--- src/rtl/z80_bus_pkg.sv ---
// Shared types for the Z80 bus responder and any bus monitor that reuses the decoder.
//   cycle_e : classified bus cycle type
//   state_e : responder transaction state
package z80_bus_pkg;

  typedef enum logic [2:0] {
    CycNone,
    CycMemRd,
    CycMemWr,
    CycIoRd,
    CycIoWr,
    CycIntack,
    CycRefresh
  } cycle_e;

  typedef enum logic [1:0] {
    StIdle,
    StMem,
    StIo,
    StHold
  } state_e;

  localparam logic [7:0] IntackVectorDefault = 8'hFF;

endpackage

--- src/rtl/z80_bus_decode.sv ---
// Combinational classifier: maps the Z80 bus strobes to a cycle type and flags
// strobe combinations that violate the bus protocol.
//   n_*_i   : active-low core strobes
//   cycle_o : cycle type, in priority INTACK > REFRESH > MEM > IO
//   viol_o  : nRD and nWR both low, or nMREQ and nIORQ both low outside INTACK
module z80_bus_decode
  import z80_bus_pkg::*;
(
  input  logic   n_mreq_i,
  input  logic   n_iorq_i,
  input  logic   n_rd_i,
  input  logic   n_wr_i,
  input  logic   n_m1_i,
  input  logic   n_rfsh_i,
  output cycle_e cycle_o,
  output logic   viol_o
);

  logic access;
  logic rw_both;

  assign access  = !n_rd_i || !n_wr_i;
  assign rw_both = !n_rd_i && !n_wr_i;

  always_comb begin
    cycle_o = CycNone;
    viol_o  = 1'b0;
    if (!n_m1_i && !n_iorq_i) begin
      cycle_o = CycIntack;
    end else if (!n_mreq_i && !n_rfsh_i) begin
      cycle_o = CycRefresh;
    end else if (!n_mreq_i && access) begin
      // Write wins over read; a simultaneous nIORQ is serviced as memory.
      cycle_o = !n_wr_i ? CycMemWr : CycMemRd;
      viol_o  = rw_both || !n_iorq_i;
    end else if (!n_iorq_i && access) begin
      cycle_o = !n_wr_i ? CycIoWr : CycIoRd;
      viol_o  = rw_both;
    end
  end

endmodule

--- src/rtl/z80_bus_responder.sv ---
// Target-side Z80 bus model. Classifies each strobe assertion once, services it
// through a synchronous memory port or an I/O req/ack port, drives READ_D and
// stretches the cycle with nWAIT.
//   clk, reset                 : clock, async active-high reset
//   nMREQ..nRFSH, A, WRITE_D   : core bus inputs
//   nWAIT, READ_D              : registered responses to the core
//   mem_*                      : one-cycle strobed memory port, rdata one cycle later
//   io_*                       : held request until io_ack pulse or timeout
//   bus_error                  : one-cycle pulse on protocol violation or I/O timeout
module z80_bus_responder
  import z80_bus_pkg::*;
#(
  parameter int unsigned MEM_WAIT      = 0,
  parameter int unsigned IO_WAIT       = 1,
  parameter int unsigned IO_TIMEOUT    = 16,
  parameter logic [7:0]  INTACK_VECTOR = IntackVectorDefault
) (
  input  logic        clk,
  input  logic        reset,
  input  logic        nMREQ,
  input  logic        nIORQ,
  input  logic        nRD,
  input  logic        nWR,
  input  logic        nM1,
  input  logic        nRFSH,
  input  logic [15:0] A,
  input  logic [7:0]  WRITE_D,
  output logic        nWAIT,
  output logic [7:0]  READ_D,
  output logic        mem_en,
  output logic        mem_we,
  output logic [15:0] mem_addr,
  output logic [7:0]  mem_wdata,
  input  logic [7:0]  mem_rdata,
  output logic        io_req,
  output logic        io_we,
  output logic [7:0]  io_addr,
  output logic [7:0]  io_wdata,
  input  logic [7:0]  io_rdata,
  input  logic        io_ack,
  output logic        bus_error
);

  cycle_e cycle;
  logic   viol;

  z80_bus_decode u_decode (
    .n_mreq_i (nMREQ),
    .n_iorq_i (nIORQ),
    .n_rd_i   (nRD),
    .n_wr_i   (nWR),
    .n_m1_i   (nM1),
    .n_rfsh_i (nRFSH),
    .cycle_o  (cycle),
    .viol_o   (viol)
  );

  state_e      state_q, state_d;
  logic [1:0]  ph_q, ph_d;         // edges since E0 in MEM, saturating at 2
  logic [2:0]  wcnt_q, wcnt_d;     // remaining nWAIT-low cycles
  logic [7:0]  tcnt_q, tcnt_d;     // remaining cycles before I/O timeout
  logic        ack_seen_q, ack_seen_d;
  logic        viol_q, viol_d;     // delays decode violation to E0+1
  logic        nwait_q, nwait_d;
  logic [7:0]  read_q, read_d;
  logic        bus_error_q, bus_error_d;
  logic        mem_en_q, mem_en_d, mem_we_q, mem_we_d;
  logic [15:0] mem_addr_q, mem_addr_d;
  logic [7:0]  mem_wdata_q, mem_wdata_d;
  logic        io_req_q, io_req_d, io_we_q, io_we_d;
  logic [7:0]  io_addr_q, io_addr_d, io_wdata_q, io_wdata_d;

  logic [2:0]  wcnt_dec;
  logic [7:0]  tcnt_dec;
  logic        ack_now;

  assign wcnt_dec = (wcnt_q != 3'd0) ? wcnt_q - 3'd1 : 3'd0;
  assign tcnt_dec = (tcnt_q != 8'd0) ? tcnt_q - 8'd1 : 8'd0;
  assign ack_now  = io_ack && io_req_q;

  always_comb begin
    state_d     = state_q;
    ph_d        = ph_q;
    wcnt_d      = wcnt_q;
    tcnt_d      = tcnt_q;
    ack_seen_d  = ack_seen_q;
    viol_d      = 1'b0;
    nwait_d     = nwait_q;
    read_d      = read_q;
    bus_error_d = viol_q;
    mem_en_d    = 1'b0;
    mem_we_d    = mem_we_q;
    mem_addr_d  = mem_addr_q;
    mem_wdata_d = mem_wdata_q;
    io_req_d    = io_req_q;
    io_we_d     = io_we_q;
    io_addr_d   = io_addr_q;
    io_wdata_d  = io_wdata_q;

    unique case (state_q)
      StIdle: begin
        unique case (cycle)
          CycIntack: begin
            read_d  = INTACK_VECTOR;
            state_d = StHold;
          end
          CycMemRd, CycMemWr: begin
            mem_en_d    = 1'b1;
            mem_we_d    = (cycle == CycMemWr);
            mem_addr_d  = A;
            mem_wdata_d = WRITE_D;
            nwait_d     = (MEM_WAIT == 0);
            wcnt_d      = 3'(MEM_WAIT);
            ph_d        = 2'd0;
            viol_d      = viol;
            state_d     = StMem;
          end
          CycIoRd, CycIoWr: begin
            io_req_d   = 1'b1;
            io_we_d    = (cycle == CycIoWr);
            io_addr_d  = A[7:0];
            io_wdata_d = WRITE_D;
            nwait_d    = 1'b0;
            wcnt_d     = 3'(IO_WAIT);
            tcnt_d     = 8'(IO_TIMEOUT);
            ack_seen_d = 1'b0;
            viol_d     = viol;
            state_d    = StIo;
          end
          default: ;  // idle bus and refresh need no response
        endcase
      end
      StMem: begin
        wcnt_d = wcnt_dec;
        if (wcnt_dec == 3'd0) nwait_d = 1'b1;
        // rdata is valid the cycle after mem_en, i.e. at E2.
        if (ph_q == 2'd1 && !mem_we_q) read_d = mem_rdata;
        if (ph_q != 2'd2) ph_d = ph_q + 2'd1;
        if (ph_q != 2'd0 && wcnt_dec == 3'd0) state_d = StHold;
      end
      StIo: begin
        wcnt_d = wcnt_dec;
        tcnt_d = tcnt_dec;
        if (ack_now) begin
          io_req_d   = 1'b0;
          ack_seen_d = 1'b1;
          if (!io_we_q) read_d = io_rdata;
        end
        if ((ack_seen_q || ack_now) && wcnt_dec == 3'd0) begin
          nwait_d = 1'b1;
          state_d = StHold;
        end else if (!ack_seen_q && !ack_now && tcnt_dec == 8'd0) begin
          io_req_d    = 1'b0;
          read_d      = 8'hFF;
          bus_error_d = 1'b1;
          nwait_d     = 1'b1;
          state_d     = StHold;
        end
      end
      StHold: begin
        if (nMREQ && nIORQ) state_d = StIdle;
      end
    endcase
  end

  always_ff @(posedge clk or posedge reset) begin
    if (reset) begin
      state_q     <= StIdle;
      ph_q        <= 2'd0;
      wcnt_q      <= 3'd0;
      tcnt_q      <= 8'd0;
      ack_seen_q  <= 1'b0;
      viol_q      <= 1'b0;
      nwait_q     <= 1'b1;
      read_q      <= 8'hFF;
      bus_error_q <= 1'b0;
      mem_en_q    <= 1'b0;
      mem_we_q    <= 1'b0;
      mem_addr_q  <= 16'h0000;
      mem_wdata_q <= 8'h00;
      io_req_q    <= 1'b0;
      io_we_q     <= 1'b0;
      io_addr_q   <= 8'h00;
      io_wdata_q  <= 8'h00;
    end else begin
      state_q     <= state_d;
      ph_q        <= ph_d;
      wcnt_q      <= wcnt_d;
      tcnt_q      <= tcnt_d;
      ack_seen_q  <= ack_seen_d;
      viol_q      <= viol_d;
      nwait_q     <= nwait_d;
      read_q      <= read_d;
      bus_error_q <= bus_error_d;
      mem_en_q    <= mem_en_d;
      mem_we_q    <= mem_we_d;
      mem_addr_q  <= mem_addr_d;
      mem_wdata_q <= mem_wdata_d;
      io_req_q    <= io_req_d;
      io_we_q     <= io_we_d;
      io_addr_q   <= io_addr_d;
      io_wdata_q  <= io_wdata_d;
    end
  end

  assign nWAIT     = nwait_q;
  assign READ_D    = read_q;
  assign bus_error = bus_error_q;
  assign mem_en    = mem_en_q;
  assign mem_we    = mem_we_q;
  assign mem_addr  = mem_addr_q;
  assign mem_wdata = mem_wdata_q;
  assign io_req    = io_req_q;
  assign io_we     = io_we_q;
  assign io_addr   = io_addr_q;
  assign io_wdata  = io_wdata_q;

endmodule

--- config.mk ---
export PLATFORM = sky130hd
export DESIGN_NAME = z80_bus_responder
export DESIGN_NICKNAME = d
export VERILOG_FILES = /design/src/rtl/z80_bus_pkg.sv /design/src/rtl/z80_bus_decode.sv /design/src/rtl/z80_bus_responder.sv
export SDC_FILE = /design/constraint.sdc
export NUM_CORES = 1
export LEC_CHECK = 0
export CAP_MARGIN = 25
export CORE_MARGIN = 5
export CORE_UTILIZATION = 47
export DETAILED_ROUTE_END_ITERATION = 10
export GPL_TIMING_DRIVEN = 0
export PLACE_DENSITY = 0.89
export SYNTH_ARGS = -nofsm -noshare
export SYNTH_HDL_FRONTEND = slang
export SYNTH_SLANG_ARGS = --single-unit
--- constraint.sdc ---
create_clock -name clk -period 3.3 [get_ports clk]
set_input_delay 0.66 -clock clk [delete_from_list [all_inputs] [get_ports clk]]
set_output_delay 0.66 -clock clk [all_outputs]
set_load 0.05 [all_outputs]
==> qor.csv <==
stage,metric,value,unit
clock_network,CTS Hold Bufs,0,
synth,most area-consuming cells after synthesis,"dfrtp_1 45%, nand2_1 13%, dfstp_2 6.9%, mux2_2 6.6%, ha_1 4.0%",
final_layout,register area,1790,um^2
synth,share of the synthesized area in the top cell type,0.454,
power,Worst VDD drop,0.780,mV
status,status,finished clean,
clock_network,"CTS clk-pin slew, worst paths",70,ps
final_layout,share of cells above drive strength 1,0.105,
timing,Final setup violation count,0,
critical_path,Worst setup endpoint,io_wdata[6],
clock_network,cts bufs inserted,9,
clock_network,Post-CTS Setup Bufs,0,
critical_path,internal reg-to-reg setup slack,570,ps
routing,final WL,9090,um
final_layout,multi-input logic area,1530,um^2
placement,I/O Buffers,101,
critical_path,Critical path buffers and inverters,3,
timing,Slew HR,0.420,
critical_path,Critical Path Slowest Stage Cell,clkdlybuf4s50_1,
clock_network,latest clock arrival within the worst-skew pair,350,ps
floorplan,die height,95.3,um
critical_path,RR Startpoint,tcnt_q[0],
clock_network,Root Driver,clkbuf_8,
synth,Post-Syn Area,3420,um^2
global_routing,initial antenna violation count,0,
synth,synth unique cells,40,
routing,number of detailed-route iterations in the first pass,5,
routing,initial DRC count,281,
critical_path,arrival time worst endpoint,3140,ps
critical_path,CP Depth,7,
final_layout,ANT cells,0,
critical_path,FF-to-FF End,state_q[1],
final_layout,Nets,533,
routing,Remaining DRCs,0,
synth,Avg Synthesized Cell Area,9.47,um^2
routing,routed vias/inst,5.37,
final_layout,final core utilization,0.666,
placement,GPL Wtd Cong,0.882,
final_layout,Layout area overhead,39.8,%
synth,Synth Register Bits,71,
timing,Fin. Hold Viols,0,
power,leakage power figure,2.16,nW
critical_path,Reg2Reg Depth,8,
final_layout,filler instances,507,
timing,final worst slack,393,ps
power,P per Cell Area,1170,nW/um^2
synth,Synth area leader,dfrtp_1,
floorplan,die area,9080,um^2
routing,WL per Instance,15.8,um
synth,Async SR Flop Fraction,1.00,
synth,syn nets,421,
clock_network,post_cts resized,0,
global_routing,"Remaining Overflow, GRT",0,
critical_path,Max Fanout on Critical Path,10,
synth,post-synthesis sequential area ratio,0.523,
timing,maximum clock frequency,0.344,GHz
critical_path,"Req. time, crit path",3530,ps
synth,Synth top cells by count,"117 x nand2_1, 62 x dfrtp_1, 21 x a21oi_1",
clock_network,clock sink count,71,
floorplan,core box area,7180,um^2
floorplan,IO Count,103,
critical_path,Setup crit end kind,flip-flop,
floorplan,Initial Util,0.476,
placement,HPWL after detailed placement,6590,um
synth,top_reg_cell synth,dfrtp_1,
global_routing,global-route wire length before repair,14700,um
synth,YS warnings,0,
synth,number of synthesized flops with an enable pin,0,
timing,Worst-Margin Slew,870,ps
clock_network,CTS tree,done,
critical_path,Crit path max-delay family,buffers and inverters,
critical_path,CP startpoint,nIORQ,
worst_hold_path,worst hold path class,reg -> reg,
critical_path,CP dominant cell by count,clkbuf_1,
global_routing,vias in the first global route,3138,
floorplan,die extent in x,95.3,um
routing,"antenna viol nets, final",0,
critical_path,Startpoint Class,input pin,
timing,skew final,13.8,ps
job,Max-Cap Viols,0,
routing,DR vias,3099,
timing,"Min Clock Period, post-route",2910,ps
global_routing,largest net degree at the start of global routing,72,
global_routing,gr usage total,0.206,
timing,"Slew Viols, Final",0,
clock_network,deepest clock path buffer count,2,
critical_path,CP max stage delay,590,ps
floorplan,Row Count,31,
timing,Tcrit/Tclk final,0.881,
synth,top-count cell post-synth,nand2_1,
clock_network,H-tree Lvls,3,
placement,pre-CTS setup slack,66.0,ps
synth,Post-Synthesis Cells,361,
timing,RSZ-0062 raised after global routing,no,
critical_path,CP Class,in -> reg,
critical_path,worst-path cell chain,clkdlybuf4s50_1 > nand3b_1 > a21oi_1 > nand2_1 > clkbuf_1 > clkbuf_1 > mux2_2,
-- worst min path at each step --
stage / cells after the start / end / slack, ps / from
after global routing: 1 / bus_error / 480 / viol_q
after global placement: 1 / bus_error / 460 / viol_q
after detailed placement: 1 / bus_error / 460 / viol_q
after floorplan: 1 / bus_error / 420 / viol_q
after CTS: 1 / bus_error / 470 / viol_q
final: 1 / bus_error / 470 / viol_q
-- cells by family after synthesis --
family | after synthesis | share of synthesized area
XOR/XNOR | 1 | 0.00256
flip-flops | 71 | 0.523
adder cells (fa/ha/maj) | 11 | 0.0403
multiplexers | 21 | 0.0688
buffers and inverters | 24 | 0.0286
AO/OA/AOI/OAI | 76 | 0.143
AND/OR/NAND/NOR | 157 | 0.193
-- routing by layer --
layer	wire (um)	up-vias	track usage
met1	3590	1486	0.250
met3	737	22	0.0647
met4	182	0	0.0709
met2	4590	134	0.345
met5	0	-	0
li1	-	1457	-
-- cell type report --
type	instances	area share
plain buffers	14	0.0126
clock buffers	10	0.0267
clock inverters	6	0.0196
inverters	10	0.00838
multi-input cells	266	0.321
flip-flops and latches	71	0.374
well taps	99	0.0259
repair buffers	101	0.212
-- where the power goes --
group / switching [mW] / internal [mW] / leakage (nW)
combinational: 2.10 / 1.15 / 1.17
sequential: 0.263 / 1.29 / 0.890
clock: 0.348 / 0.431 / 0.107
total: 2.71 / 2.87 / 2.16
-- cells in the final DEF, fill, tap and decap left out, types with 2 or more instances in the layout --
cell and count:
nand3b_1 2, o21ai_0 15, a21oi_1 21, inv_1 8
clkdlybuf4s50_1 101, a22o_1 5, o211ai_1 2, mux2_2 20
dfstp_2 9, nor3_1 5, clkbuf_8 9, nand2_1 117
clkinv_4 2, nand2b_1 8, or2_2 2, nor2b_1 2
a211o_1 8, dfrtp_1 62, clkbuf_1 13, o31ai_1 6
a31oi_1 11, nor2_1 14, bufinv_16 2, ha_1 11
-- state kept, by name (all words and copies together) (netlist names), 2 cells and up --
register,cells
wcnt_q,3
tcnt_q,8
state_q,2
io_wdata,8
io_addr,8
READ_D,8
mem_wdata,8
mem_addr,16
ph_q,2
-- through the flow --
step	cells	cell area (um^2)	total power, mW	hold slack (ps)	TNS, ps
after floorplan	361	3420	3.75	417	0
after global placement	561	4550	4.67	455	-16760
after detailed placement	561	4550	4.79	456	0
after CTS	577	4780	5.59	472	0
after global routing	577	4780	5.89	485	0
final	577	4780	5.58	472	0
Power figures use the tool's default switching activity.
==> variant, RTL diff (same settings) <==
Encoding of `state_e`: now Gray code (2 bits for 4 states).
--- a/src/rtl/z80_bus_pkg.sv
+++ b/src/rtl/z80_bus_pkg.sv
@@ -14,10 +14,10 @@
   } cycle_e;
 
   typedef enum logic [1:0] {
-    StIdle,
-    StMem,
-    StIo,
-    StHold
+    StIdle = 2'b00,
+    StMem  = 2'b01,
+    StIo   = 2'b11,
+    StHold = 2'b10
   } state_e;
 
   localparam logic [7:0] IntackVectorDefault = 8'hFF;
Check against the original RTL: no difference found for any inputs over 10 cycles, from zero or initial values and one cycle with reset high; not proved beyond that.
==> variant against the unedited design <==
  * Worst setup slack gained 0.17 ns
  * Sequential cell count is the same
  * Area after synthesis grew 4.9%
  * Synthesized cell count shrank 13%
  * Wire length grew 0.36%
  * Power shrank 2.4%
  * Design area grew 3.0%
==> variant: results (changes against the unedited design) <==
Run status
  – Status: finished, final reports clean

GRT
  – Pin count of the biggest net entering global routing: 72 (unchanged)
  – First-pass GRT wire length: 15270 um (+3.7%)
  – Via count of the first global-routing pass: 3096 (-1.3%)
  – Overall fraction of global-route tracks in use: 19.50% (-1.1 points)
  – Number of antenna violations at the first check in global routing: 0 (unchanged)

Clocking
  – CTS Root Cell: clkbuf_8
  – Clock Pin Slew Worst Setup and Hold Paths: around 0.08 ns
  – Number of CTS-inserted buffers: 9 (unchanged)
  – CTS HTree Levels: 3 (unchanged)
  – Clock latency reported for the late side of the worst-skew pair: 0.35 ns (about the same)
  – Worst-case clock buffer depth: 2 (unchanged)
  – Post-CTS sizing: 0 (unchanged)
  – Number of setup buffers added after CTS: 0 (unchanged)

Min path
  – Origin of the worst min-delay path: viol_q
  – HP Class: reg2reg

STA
  – Clock Skew: 0.008380 ns (-0.005404 ns)
  – Headroom to the max-slew limit: 43.19% (+1.2 points)

Placement
  – Placement-stage cell area: 4737 um^2 (+4.0%)
  – Port Buffers: 102 (+0.99%)
  – Final weighted congestion in routability-driven placement: 0.9213 (+4.5%)
  – Setup slack after placement: 0.2682 ns (+0.2022 ns)
  – DPL Wire Length: 6672 um (+1.2%)

Yosys
  – Sequential fraction of the synthesis area: 49.88% (-2.4 points)
  – Net count after synthesis: 372 (-12%)
  – Share of flip-flops with an asynchronous set or reset: 100.0% (unchanged)
  – Cells taking the most area after synthesis: dfrtp_1 (43%), mux2_2 (15%), dfstp_2 (6.6%)
  – Top cells by count, synth: dfrtp_1 (62), mux2_2 (48), nand2_1 (20), nor2_1 (20), inv_1 (13)
  – Cell variety after synth: 55 (+38%)
  – YS warnings: 0 (unchanged)

Critical path
  – Standard cell with the maximum stage delay on the critical path: or4b_4
  – Type of origin of the critical path: flop
  – CP max FO: 9 (-1)
  – Worst path max stage delay: 0.52 ns (-0.07 ns)
  – Largest delay share family, worst path: compound AO/OA/AOI/OAI gates
  – WP data arrival: 3.01 ns (-0.13 ns)
  – Launching point of the worst reg2reg path: tcnt_q[0]

Route
  – Number of DRC violations after detailed-routing iteration 0: 213 (-24%)
  – Detailed-route wire length per cell: 17.19 um (+9.1%)
  – Routed via count divided by cell count: 5.544 (+3.2%)
  – Count of TritonRoute iterations in the first routing pass: 4 (-1)

Power
  – Worst voltage drop across the vdd grid: 834.7 uV (+7.0%)
  – Leakage: 2.070 nW (-4.3%)

Cells and area
  – Share of cells above drive strength 1: 22.22% (+12 points)
  – Flip-flop and latch area: 1788 um^2 (unchanged)
  – Number of antenna diodes: 0 (unchanged)
  – Flip-flop count of the largest register after layout: 16 (unchanged)
  – Number of nets in the layout: 486 (-8.8%)
  – Fillers: 529 (+4.3%)
## variant: cell count changes in the layout (fill, tap and decap cells not counted), moves of 5 or more
cell     change
nand2_1     -97
mux2_2      +28
a21oi_1     -11
a31oi_1     -10
a22oi_1      +8
a31oi_2      +7
a211o_1      -6
nor2_1       +6
nand3_1      +5
## variant: power breakdown
group          switching [mW]  internal [mW]
registers               0.249           1.29
logic                    2.04           1.23
clock network           0.346          0.295
## variant: logic make-up (layout without fill, tap and decap cells)
logic type | after synthesis | count (layout) | synth area share [%]
flops | 71 | 71 | 49.88
xor+xnor | 1 | 1 | 0.2444
compound gates | 79 | 79 | 17.14
buf+inv | 28 | 147 | 3.420
simple gates | 76 | 76 | 10.75
fa+ha+maj | 10 | 10 | 3.490
mux | 48 | 48 | 15.08
## variant: worst paths after layout
path / slack, ns / end / cells after the start
max: 0.56 / READ_D[0] / 9
min: 0.44 / bus_error / 1
max reg2reg: 0.56 / READ_D[0] / 9
min reg2reg: 0.44 / bus_error / 1
max in group asynchronous: 1.90 / wcnt_q[1] / 2
min in group asynchronous: 0.85 / mem_wdata[5] / 2
## variant: metrics by stage
stage | power (mW) | cells
after floorplan | 3.770 | 313
after global placement | 4.696 | 514
after detailed placement | 4.817 | 515
after CTS | 5.479 | 531
after global routing | 5.765 | 531
final | 5.450 | 531
## variant: routing by layer
metal  track usage, %  share of wire [%]  vias to the layer above  routed length, um
met1            23.15                 41                     1422               3748
met3            10.12                 12                       17               1068
li1                 -                  -                     1367                  -
met4            4.792                1.4                        0                130
met5                0                  0                        -                  0
met2            31.42                 46                      138               4180
## variant: area by class of cell
class                      count  area share [%]
clock inverter                 6          0.9156
multi-input combinational    214           34.03
inverter                      13           1.043
buffer                        15           1.501
tap                           99           2.518
sequential                    71           36.34
timing repair buffer         103           20.85
clock buffer                  10           2.798
